===== src/rtl/sntc_ldpc_pkg.sv =====
// Shared types and width helpers for the LDPC syndrome controller slice.
package sntc_ldpc_pkg;

  typedef enum logic [2:0] {IDLE, CLR, WAIT, EVAL, UPD, DONE} syn_ctrl_st_t;

  function automatic int iter_width(input int max_iter);
    return $clog2(max_iter + 1);
  endfunction

  function automatic int wt_width(input int mm);
    return $clog2(mm + 1);
  endfunction

endpackage


===== src/rtl/sntc_popcount.sv =====
// Combinational popcount of the syndrome vector.
module sntc_popcount #(
  parameter int W  = 168,
  parameter int OW = 8
) (
  input  logic [W-1:0]  i_vec,
  output logic [OW-1:0] o_cnt
);

  // Written as a linear sum; synthesis rebalances it into an adder tree.
  always_comb begin
    o_cnt = '0;
    for (int i = 0; i < W; i++) begin
      o_cnt = o_cnt + OW'(i_vec[i]);
    end
  end

endmodule


===== src/rtl/sntc_ldpc_syndrome_ctrl.sv =====
// Sequencer around the LDPC syndrome wrapper.
// It also drives the external bit-flip update engine until the syndrome is zero or the budget runs out.
module sntc_ldpc_syndrome_ctrl
  import sntc_ldpc_pkg::*;
#(
  parameter int NN       = 'h0d0,
  parameter int MM       = 'h0a8,
  parameter int SYN_LAT  = 1,
  parameter int MAX_ITER = 16,
  parameter int ITW      = iter_width(MAX_ITER),
  parameter int SUM_MM   = wt_width(MM)
) (
  input  logic              clk,
  input  logic              rstn,
  input  logic              in_valid,
  output logic              in_ready,
  input  logic [NN-1:0]     in_cw,
  input  logic [ITW-1:0]    cfg_max_iter,
  output logic [NN-1:0]     y_nr_out,
  output logic              syn_clr,
  input  logic [MM-1:0]     syn_in,
  input  logic              cword_ok,
  output logic              upd_req,
  input  logic              upd_ack,
  input  logic [NN-1:0]     upd_cw,
  output logic              out_valid,
  input  logic              out_ready,
  output logic [NN-1:0]     out_cw,
  output logic              out_pass,
  output logic [ITW-1:0]    out_iter,
  output logic [SUM_MM-1:0] out_syn_wt
);

  localparam int LATW = (SYN_LAT > 1) ? $clog2(SYN_LAT) : 1;

  syn_ctrl_st_t      r_state;
  logic [LATW-1:0]   r_wait;
  logic [ITW-1:0]    r_budget;
  logic [ITW-1:0]    r_iter;
  logic [NN-1:0]     r_word;
  logic              r_in_ready;
  logic              r_syn_clr;
  logic              r_upd_req;
  logic              r_out_valid;
  logic              r_pass;
  logic [SUM_MM-1:0] r_wt;

  logic [SUM_MM-1:0] w_wt;
  logic [ITW-1:0]    w_budget;

  sntc_popcount #(.W(MM), .OW(SUM_MM)) u_popcount (
    .i_vec (syn_in),
    .o_cnt (w_wt)
  );

  assign w_budget = (cfg_max_iter > ITW'(MAX_ITER)) ? ITW'(MAX_ITER) : cfg_max_iter;

  // Iteration count can only grow from UPD, which is entered only while iter < budget,
  // so the counter saturates at the budget without an explicit clamp.
  always_ff @(posedge clk or negedge rstn) begin
    if (!rstn) begin
      r_state     <= IDLE;
      r_wait      <= '0;
      r_budget    <= '0;
      r_iter      <= '0;
      r_word      <= '0;
      r_in_ready  <= 1'b1;
      r_syn_clr   <= 1'b0;
      r_upd_req   <= 1'b0;
      r_out_valid <= 1'b0;
      r_pass      <= 1'b0;
      r_wt        <= '0;
    end else begin
      r_syn_clr <= 1'b0;
      case (r_state)
        IDLE: begin
          if (in_valid) begin
            r_word     <= in_cw;
            r_budget   <= w_budget;
            r_iter     <= '0;
            r_in_ready <= 1'b0;
            r_syn_clr  <= 1'b1;
            r_state    <= CLR;
          end
        end
        CLR: begin
          r_wait  <= LATW'(SYN_LAT - 1);
          r_state <= WAIT;
        end
        WAIT: begin
          if (r_wait == '0) r_state <= EVAL;
          else              r_wait  <= r_wait - LATW'(1);
        end
        EVAL: begin
          r_wt <= cword_ok ? '0 : w_wt;
          if (cword_ok || (r_iter == r_budget)) begin
            r_pass      <= cword_ok;
            r_out_valid <= 1'b1;
            r_state     <= DONE;
          end else begin
            r_upd_req <= 1'b1;
            r_state   <= UPD;
          end
        end
        UPD: begin
          if (upd_ack) begin
            r_word    <= upd_cw;
            r_iter    <= r_iter + ITW'(1);
            r_upd_req <= 1'b0;
            r_syn_clr <= 1'b1;
            r_state   <= CLR;
          end
        end
        DONE: begin
          if (out_ready) begin
            r_out_valid <= 1'b0;
            r_in_ready  <= 1'b1;
            r_state     <= IDLE;
          end
        end
        default: begin
          r_state     <= IDLE;
          r_in_ready  <= 1'b1;
          r_upd_req   <= 1'b0;
          r_out_valid <= 1'b0;
        end
      endcase
    end
  end

  assign in_ready   = r_in_ready;
  assign y_nr_out   = r_word;
  assign syn_clr    = r_syn_clr;
  assign upd_req    = r_upd_req;
  assign out_valid  = r_out_valid;
  assign out_cw     = r_word;
  assign out_pass   = r_pass;
  assign out_iter   = r_iter;
  assign out_syn_wt = r_wt;

endmodule


===== config.mk =====
export PLATFORM = sky130hd
export DESIGN_NAME = sntc_ldpc_syndrome_ctrl
export DESIGN_NICKNAME = d
export VERILOG_FILES = /design/src/rtl/sntc_ldpc_pkg.sv /design/src/rtl/sntc_popcount.sv /design/src/rtl/sntc_ldpc_syndrome_ctrl.sv
export SDC_FILE = /design/constraint.sdc
export NUM_CORES = 1
export LEC_CHECK = 0
export BUFFER_PORTS_ARGS = -buffer_cell sky130_fd_sc_hd__buf_2
export CAP_MARGIN = 5
export CORE_AREA = 2 2 395 397
export DETAILED_ROUTE_END_ITERATION = 12
export DIE_AREA = 0 0 397 399
export SYNTH_ARGS = -nofsm -noshare
export SYNTH_HDL_FRONTEND = slang
export SYNTH_HIERARCHICAL = 1
export SYNTH_SLANG_ARGS = --single-unit

===== constraint.sdc =====
create_clock -name clk -period 4.85 [get_ports clk]
set_clock_uncertainty 0.1 [all_clocks]
set_input_delay 1.2125 -clock clk [delete_from_list [all_inputs] [get_ports clk]]
set_output_delay 1.2125 -clock clk [all_outputs]
set_load 0.02 [all_outputs]

## After elaboration in Yosys (flattened, before gate mapping)

Cells that the tools add are included.

- Bits in registers: 235
- Bits of input ports: 595

- Add/subtract/negate cells: 169
- Order comparisons: 1
- Equal/unequal tests: 12
- Mux-type cells: 28
- Bitwise gates (word level): 3
- Reductions and logical operators: 14

Operators with widths:

| kind | count |
|---|---|
| adder 8 x 1 -> 8 bit | 166 |
| two-way mux 208 bit | 2 |
| case mux 208 bit (2 select lines) | 1 |
| case mux 3 bit (6 select lines) | 1 |
| two-way mux 5 bit | 3 |
| two-way mux 3 bit | 4 |
| != test 2 bit (second input constant) | 6 |
| AND reduction 3 bit | 4 |
| OR reduction 4 bit | 3 |
| two-way mux 1 bit | 10 |
| case mux 5 bit (2 select lines) | 1 |
| case mux 1 bit (3 select lines) | 3 |
| two-way mux 8 bit | 1 |
| == test 3 x 2 -> 1 bit (second input constant) | 2 |
| == test 3 bit (second input constant) | 2 |
| adder 5 x 1 -> 5 bit (second input constant) | 1 |
| == test 5 bit | 1 |
| greater-than comparator 5 bit (second input constant) | 1 |
| case mux 1 bit (2 select lines) | 2 |
| AND reduction 2 bit | 2 |
| AND reduction 4 bit | 1 |
| nonzero test 2 bit | 2 |
| == test 3 x 1 -> 1 bit (second input constant) | 1 |
| zero test 3 bit | 1 |
| 4 further kinds | 6 |

## Logic depth before layout (Yosys ltp)

Gate-level depths: netlist (run 1).

- Depth in word-level cells: 168
- Depth in mapped cells: 27
- Mapped depth without buffers: 27

## By module

Netlist (run 1), hierarchy kept.

Modules (own cells, without submodules):

| module | times used | cells an instance | area each (sq um) | sequential area each (sq um) |
|---|---|---|---|---|
| sntc_ldpc_syndrome_ctrl | 1 | 1237 | 12220.5 | 5856.9 |
| sntc_popcount | 1 | 450 | 4476.8 | 0.0 |

## Worst setup path after synthesis (run 1)

Ideal clock, no wire load.

- Path type: input port to flip-flop
- Start point: in syn_in[95]
- End point: reg r_wt[6], in the netlist out_syn_wt[6]
- Setup time: 136 ps
- Arrival time: 7620 ps
- Setup slack: -3006 ps
- Stages on the path: 27
- Path buffers: 0
- Path through: fa_1 > inv_1 > fa_1 > inv_1 > fa_1 > inv_1 > fa_1 > inv_1 > fa_1 > inv_1 > fa_1 > inv_1 > fa_1 > fa_1 > fa_1 > inv_1 > fa_1 > inv_1 > ha_1 > inv_1 > fa_1 > nor2b_1 > o31a_1 > mux2i_1 > nand2_1 > nand2_1 > o21ai_0

- Cells in the longest elaborated chain, start to end: 74

Ends and longest elaborated chain:

| item | RTL line | RTL |
|---|---|---|
| start: declaration | sntc_ldpc_syndrome_ctrl.sv:21 | `input logic [MM-1:0] syn_in,` |
| adder 8 x 1 -> 8 bit (73 in series) | sntc_popcount.sv:14 | `o_cnt = o_cnt + OW'(i_vec[i]);` |
| net w_wt[6] | sntc_ldpc_syndrome_ctrl.sv:48 | `logic [SUM_MM-1:0] w_wt;` |
| two-way mux 8 bit | sntc_ldpc_syndrome_ctrl.sv:95 | `r_wt <= cword_ok ? '0 : w_wt;` |
| end signal: assignment | sntc_ldpc_syndrome_ctrl.sv:95 |  |
| end: declaration | sntc_ldpc_syndrome_ctrl.sv:46 | `logic [SUM_MM-1:0] r_wt;` |

The timed path passes the listed nets, and every way through them passes these cells.
A chain may end at the register's enable or synchronous reset.

## Worst setup path in the final report (run 1)

- Start point: in syn_in[59]
- End point: reg r_wt[6], in the netlist out_syn_wt[6]

- Cells in the longest elaborated chain, start to end: 110

Ends and longest elaborated chain:

| item | RTL line |
|---|---|
| adder 8 x 1 -> 8 bit (109 in series) | sntc_popcount.sv:14 |
| net w_wt[6] | sntc_ldpc_syndrome_ctrl.sv:48 |
| two-way mux 8 bit | sntc_ldpc_syndrome_ctrl.sv:95 |

The timed path passes the listed nets, and every way through them passes these cells.

==> metrics.md, run 1 <==
| Metric | Value |
|---|---|
| Status | complete, but fails checks |
| Failing checks | negative setup slack |
| Period utilization | 156.6% |
| Max incr delay on CP | 0.55 ns |
| Share of cells above drive strength 1 | 45.08% |
| Met2 routed WL | 49.54 mm |
| Crit path launch type | input pin |
| Syn Inst Count | ~1700 |
| First-pass GRT wire length | 135.3 mm |
| Syn Std Cell Area | 16700 um^2 |
| Htree depth | 2 |
| Final setup TNS | -19.52 ns |
| Hold Crit Depth | 2 |
| F_max | 0.1317 GHz |
| Hold_sp | out_syn_wt[4] |
| Largest net degree at the start of global routing | around 190 |
| Post-synthesis register bit count | 234 |
| Max cap viols | 0 |
| Site Rows | 144 |
| DRT Wirelength | 105.4 mm |
| WL/cell | 23.03 um |
| CTS Buf Count | 36 |
| Die extent in y | approximately 400 um |
| Clock transition at path regs | 0.05 ns |
| Final std cells w/o fill | 4575 |
| Final #Nets | 3271 |
| Final WS setup | -2.744 ns |
| P&R area growth vs syn | 44.13% |
| Vias per cell | approximately 3.2 |
| Initial DRC count | ~740 |
| Kind of end point of the critical path | register |
| Die width | 397 um |
| R2R Path Start | r_state[0] |
| Worst-margin pin slew | 1.021 ns |
| Post-place setup slack | -3.538 ns |
| Cell repeated most along the worst path | fa_1 |
| Overall global routing resource usage | between 10% and 20% |
| Port Buffers | around 1000 |
| Drt pass-1 iters | 5 |
| Hold EP | out_syn_wt[4] |
| Placer Congestion | 0.8838 |
| Critical Path Slowest Stage Cell | fa_1 |
| Buf/Inv on CP | 11 |
| Placed cells | 4499 |
| Worst hold path class | reg2reg |
| Met1 WL | 41.68 mm |
| RSZ-0062 raised after global routing | yes |
| Max-slew violations | 0 |
| Placed Area | 22750 um^2 |
| Met3 WL post-DR | between 10 and 15 mm |
| Reg2reg path depth | 5 |
| Top sig layer | met5 |
| Detail Route Antenna Nets | 0 |
| Worst R2R End | out_cw[107] |
| Period minus WS final | 7.594 ns |
| Synth Net Count | 2462 |
| Syn avg cell area | around 9.9 um^2 |
| CP Class | in2reg |
| Congestion Overflow GR | 0 |
| Initial antenna violation count | between 70 and 80 |
| Hpwl dp | approximately 94 mm |
| CTS tree | built |
| R2R Setup Slk | approximately 2.1 ns |
| Die Footprint | 158400 um^2 |
| Final setup viols | 8 |
| Synth unique cells | 38 |
| Hold_buf cts | 0 |
| Crit path DAT | 7.91 ns |
| Register area share after synthesis | a little over a third |
| Max transition margin | 31.97% |
| Clock sink count | approximately 230 |
| Synth warn | 6 |
| Post-Layout Inst Area | between 20000 and 25000 um^2 |
| # DRC | 0 |
| Deepest clock path buffer count | 3 |
| WP data required | 5.17 ns |
| Max FO, Critical Path | 2 |
| Top Ports | a little over 1000 |
| Root Buffer | clkbuf_16 |
| Fin. Hold Viols | 0 |
| CP delay by family, top | adder cells |
| Clock Latency Late Sink | 0.56 ns |
| Via count of the first global-routing pass | ~15000 |
| Vias | 14776 |
| Core Footprint | around 150000 um^2 |
| Initial Utilization | 10.86% |
==> cells in the mapped netlist <==
cell type,number,share of area [%]
o22a_1,1,0.052
dfstp_2,1,0.16
nor3b_1,1,0.045
nand4_1,1,0.037
mux2i_1,209,13
or3_1,2,0.075
a221oi_1,1,0.052
a22o_1,3,0.16
clkbuf_1,26,0.58
nand2b_1,1,0.037
nand3_1,3,0.090
nor4b_4,1,0.14
inv_1,248,5.6
buf_2,45,1.3
clkinv_1,1,0.022
nor4bb_4,1,0.15
buf_4,210,9.4
xor2_1,7,0.37
o211ai_1,1,0.045
nor2b_1,5,0.19
o21ai_0,224,6.7
nor3_1,4,0.12
a31oi_1,1,0.037
o21a_1,1,0.045
fa_1,155,19
dfrtp_1,233,35
xnor2_1,4,0.21
nor2_1,11,0.25
o21ai_1,1,0.030
o211a_1,1,0.060
and2_1,1,0.037
nand2_1,243,5.5
nor2_2,1,0.037
nand3b_1,4,0.18
o31a_1,1,0.052
a21oi_1,8,0.24
ha_1,25,1.9
o41ai_1,1,0.052
==> registers in the layout (all words and copies together), names as in the netlist <==
name and flops:
r_state 3, syn_clr 1, out_iter 5, out_pass 1, out_valid 1, upd_req 1
r_budget 5, out_syn_wt 8, out_cw 208, in_ready 1
==> worst reg2reg max path, delay by kind of cell, from the launching register on <==
family / cells / cell delay, ns
multiplexers: 1 / 0.55
AO/OA/AOI/OAI: 1 / 0.13
buffers and inverters: 2 / 0.97
flip-flops: 1 / 0.58
AND/OR/NAND/NOR: 1 / 0.25
==> logic make-up after synthesis <==
group           after synthesis  share of synthesized area (%)
xor+xnor                     11                         0.5770
mux                         209                          12.53
flops                       234                          35.08
simple gates                279                          6.849
buf+inv                     530                          16.97
fa+ha+maj                   180                          20.46
compound gates              244                          7.539
==> placed cells by master, fill, tap and decap left out, types with 9 or more instances in the layout <==
cell,netlist,layout
diode_2,0,9
nor2_1,11,11
clkbuf_16,0,38
inv_1,248,240
dfrtp_1,233,233
ha_1,25,24
buf_4,210,18
mux2i_1,209,209
nand2_1,243,242
o21ai_0,224,216
buf_2,45,1025
fa_1,155,148
==> how the worst max path moves through the flow <==
stage | start | to | slack (ns) | depth (start not counted)
after floorplan | syn_in[95] | out_syn_wt[6] | -2.94 | 27
after global placement | syn_in[59] | out_syn_wt[6] | -3.46 | 29
after detailed placement | syn_in[59] | out_syn_wt[6] | -3.54 | 29
after CTS | syn_in[59] | out_syn_wt[6] | -2.71 | 29
after global routing | syn_in[59] | out_syn_wt[6] | -3.02 | 29
final | syn_in[59] | out_syn_wt[6] | -2.74 | 29
==> final cells by class <==
type | instances | area, um^2
Timing Repair Buffer | 1052 | 5414
Antenna cell | 9 | 22.52
Clock buffer | 49 | 1032
Fill cell | 17402 | 129600
Multi-Input combinational cell | 923 | 8084
Clock inverter | 15 | 163.9
Sequential cell | 234 | 5857
Inverter | 249 | 934.6
Tap cell | 2044 | 2557
==> per-layer routing <==
metal / track usage [%] / vias up
met2: 21.44 / 741
met4: 3.578 / 20
met1: 15.31 / 7061
met3: 4.875 / 202
met5: 0 / -
li1: - / 6752
==> through the flow <==
stage               hold slack [ns]  util (%)
floorplan                    0.3586         -
global placement             0.3640     14.80
detailed placement           0.3690     14.80
CTS                          0.3866     15.63
global route                 0.4084     15.65
finish                       0.3782     15.66
==> what timing repair did <==
action,CTS,global route
cloned,0,0
setup endpoints to repair,8,8
setup buffers,2,1
pin swaps,2,0
hold endpoints to repair,0,0
gates resized for setup,20,8
Power of run 1 is left out: the tool's default activity adds up to more than one toggle a clock period on the data nets, which glitch-free logic cannot reach.
==> inputs of run 2 (changes only) <==
Settings changed: CTS_BUF_LIST set to sky130_fd_sc_hd__clkbuf_2, RECOVER_POWER set to 100.
==> metrics.md, run 2 (same netlist as run 1, synthesis figures left out) <==
| Metric | Value |
|---|---|
| Vias per cell | 3.345 |
| Worst-margin pin slew | 2.795 ns |
| Htree depth | 3 |
| Worst hold path class | in2reg |
| Congestion Overflow GR | 0 |
| RSZ-0062 raised after global routing | yes |
| Critical Path Slowest Stage Cell | fa_1 |
| Period minus WS final | 7.009 ns |
| Overall global routing resource usage | a little over an eighth |
| Post-place setup slack | -3.538 ns |
| Initial Utilization | ~11% |
| Detail Route Antenna Nets | 0 |
| Placer Congestion | 0.8838 |
| Initial antenna violation count | 81 |
| F_max | 0.1427 GHz |
| CP Class | in2reg |
| Die width | a little under 400 um |
| Clock Latency Late Sink | 1.19 ns |
| Die extent in y | 399 um |
| Initial DRC count | between 800 and 900 |
| Largest net degree at the start of global routing | 185 |
| Hpwl dp | 94.29 mm |
| Crit path launch type | input pin |
| Final hold slack | 0.2759 ns |
| Max FO, Critical Path | 2 |
| Deepest clock path buffer count | 3 |
| Final setup TNS | -14.78 ns |
| Most frequent cells in the layout | 591 x buf_2, 437 x clkbuf_1, 395 x dlygate4sd3_1 |
| CTS tree | built |
| P&R area growth vs syn | 61.27% |
| Clock sink count | 234 |
| Via count of the first global-routing pass | 17708 |
| Final WS setup | -2.159 ns |
| Failing checks | max-capacitance violations, max-slew violations, negative setup slack |
| Share of cells above drive strength 1 | about a quarter |
| Max transition margin | -86.32% |
| Status | complete, but fails checks |
| Clock transition at path regs | 0.09 ns |
| Die Footprint | 158400 um^2 |
| Crit path DAT | 7.95 ns |
| # DRC | 0 |
| Commonest non-fill, non-tap cell in the layout | buf_2 |
| Vias | 16898 |
| Max-slew violations | between 500 and 600 |
| Site Rows | 144 |
| Max reg flops | between 200 and 250 |
| Port Buffers | between 1000 and 1500 |
| DRT Wirelength | 111.2 mm |
| Core Footprint | 153700 um^2 |
| Top Ports | 1029 |
| Drt pass-1 iters | 7 |
| WL/cell | roughly 22 um |
| CTS Buf Count | 77 |
| Max cap viols | 6 |
| Root Buffer | clkbuf_2 |
| Cell repeated most along the worst path | fa_1 |
| Period utilization | 144.5% |
| Fin. Hold Viols | 0 |
| WP data required | 5.79 ns |
| Kind of end point of the critical path | register |
| Max incr delay on CP | 0.55 ns |
| Final #Nets | 3707 |
| First-pass GRT wire length | 145.6 mm |
| Final setup viols | 8 |
## run 2: cell count changes in the layout (fill, tap and decap cells not counted), sizes merged
cell,change
clkbuf,+498
buf,-442
dlygate4sd3,+395
clkinv,+18
diode,+9
bufinv,-1
## run 2: final cells by class
type	instances	area, um^2
tap	2044	2557
clock inverter	32	185.2
timing repair buffer	1447	8746
clock buffer	105	525.5
sequential	234	5857
antenna	18	45.04
inverter	249	934.6
multi-input combinational	923	8077
fill	17360	126800
## run 2: worst paths after layout
check                         startpoint             to  slack [ns]  cells past startpoint
min in group asynchronous           rstn    out_cw[204]        1.15                      2
max in group asynchronous           rstn  out_syn_wt[0]        0.85                      3
max                           syn_in[59]  out_syn_wt[6]       -2.16                     29
max reg2reg                   r_state[0]    out_cw[126]        0.66                      4
min reg2reg                out_syn_wt[4]  out_syn_wt[4]        0.39                      2
min                            in_cw[93]     out_cw[93]        0.28                      3
## run 2: repair_timing
item / in CTS / in global routing
pin swaps: 2 / 0
cloned: 0 / 0
hold endpoints to repair: 276 / 0
hold buffers: 395 / 0
buffers inserted: 2 / 1
gates resized for setup: 20 / 8
setup endpoints to repair: 8 / 8
## run 2: routing by layer
layer / wire length, um / global-route usage (%)
met1: 41830 / 15.32
met2: 51590 / 22.46
met3: 12230 / 6.108
met4: 5366 / 5.384
met5: 186 / 0
## run 2: critical path: cells and delay by family
kind	cells	cell delay (ns)
mux	1	0.19
buf+inv	11	0.66
simple gates	3	0.27
fa+ha+maj	12	5.38
compound gates	2	0.23
## run 2: metrics by stage
stage / utilization [%] / cell area (um^2) / std cells
finish: 17.52 / 26930 / 5052
global route: 17.51 / 26910 / 5045
CTS: 17.88 / 27480 / 5033
detailed placement: 14.80 / 22750 / 4499
global placement: 14.80 / 22750 / 4499
floorplan: - / 16700 / 1687
Power of run 2 is left out for the same reason.
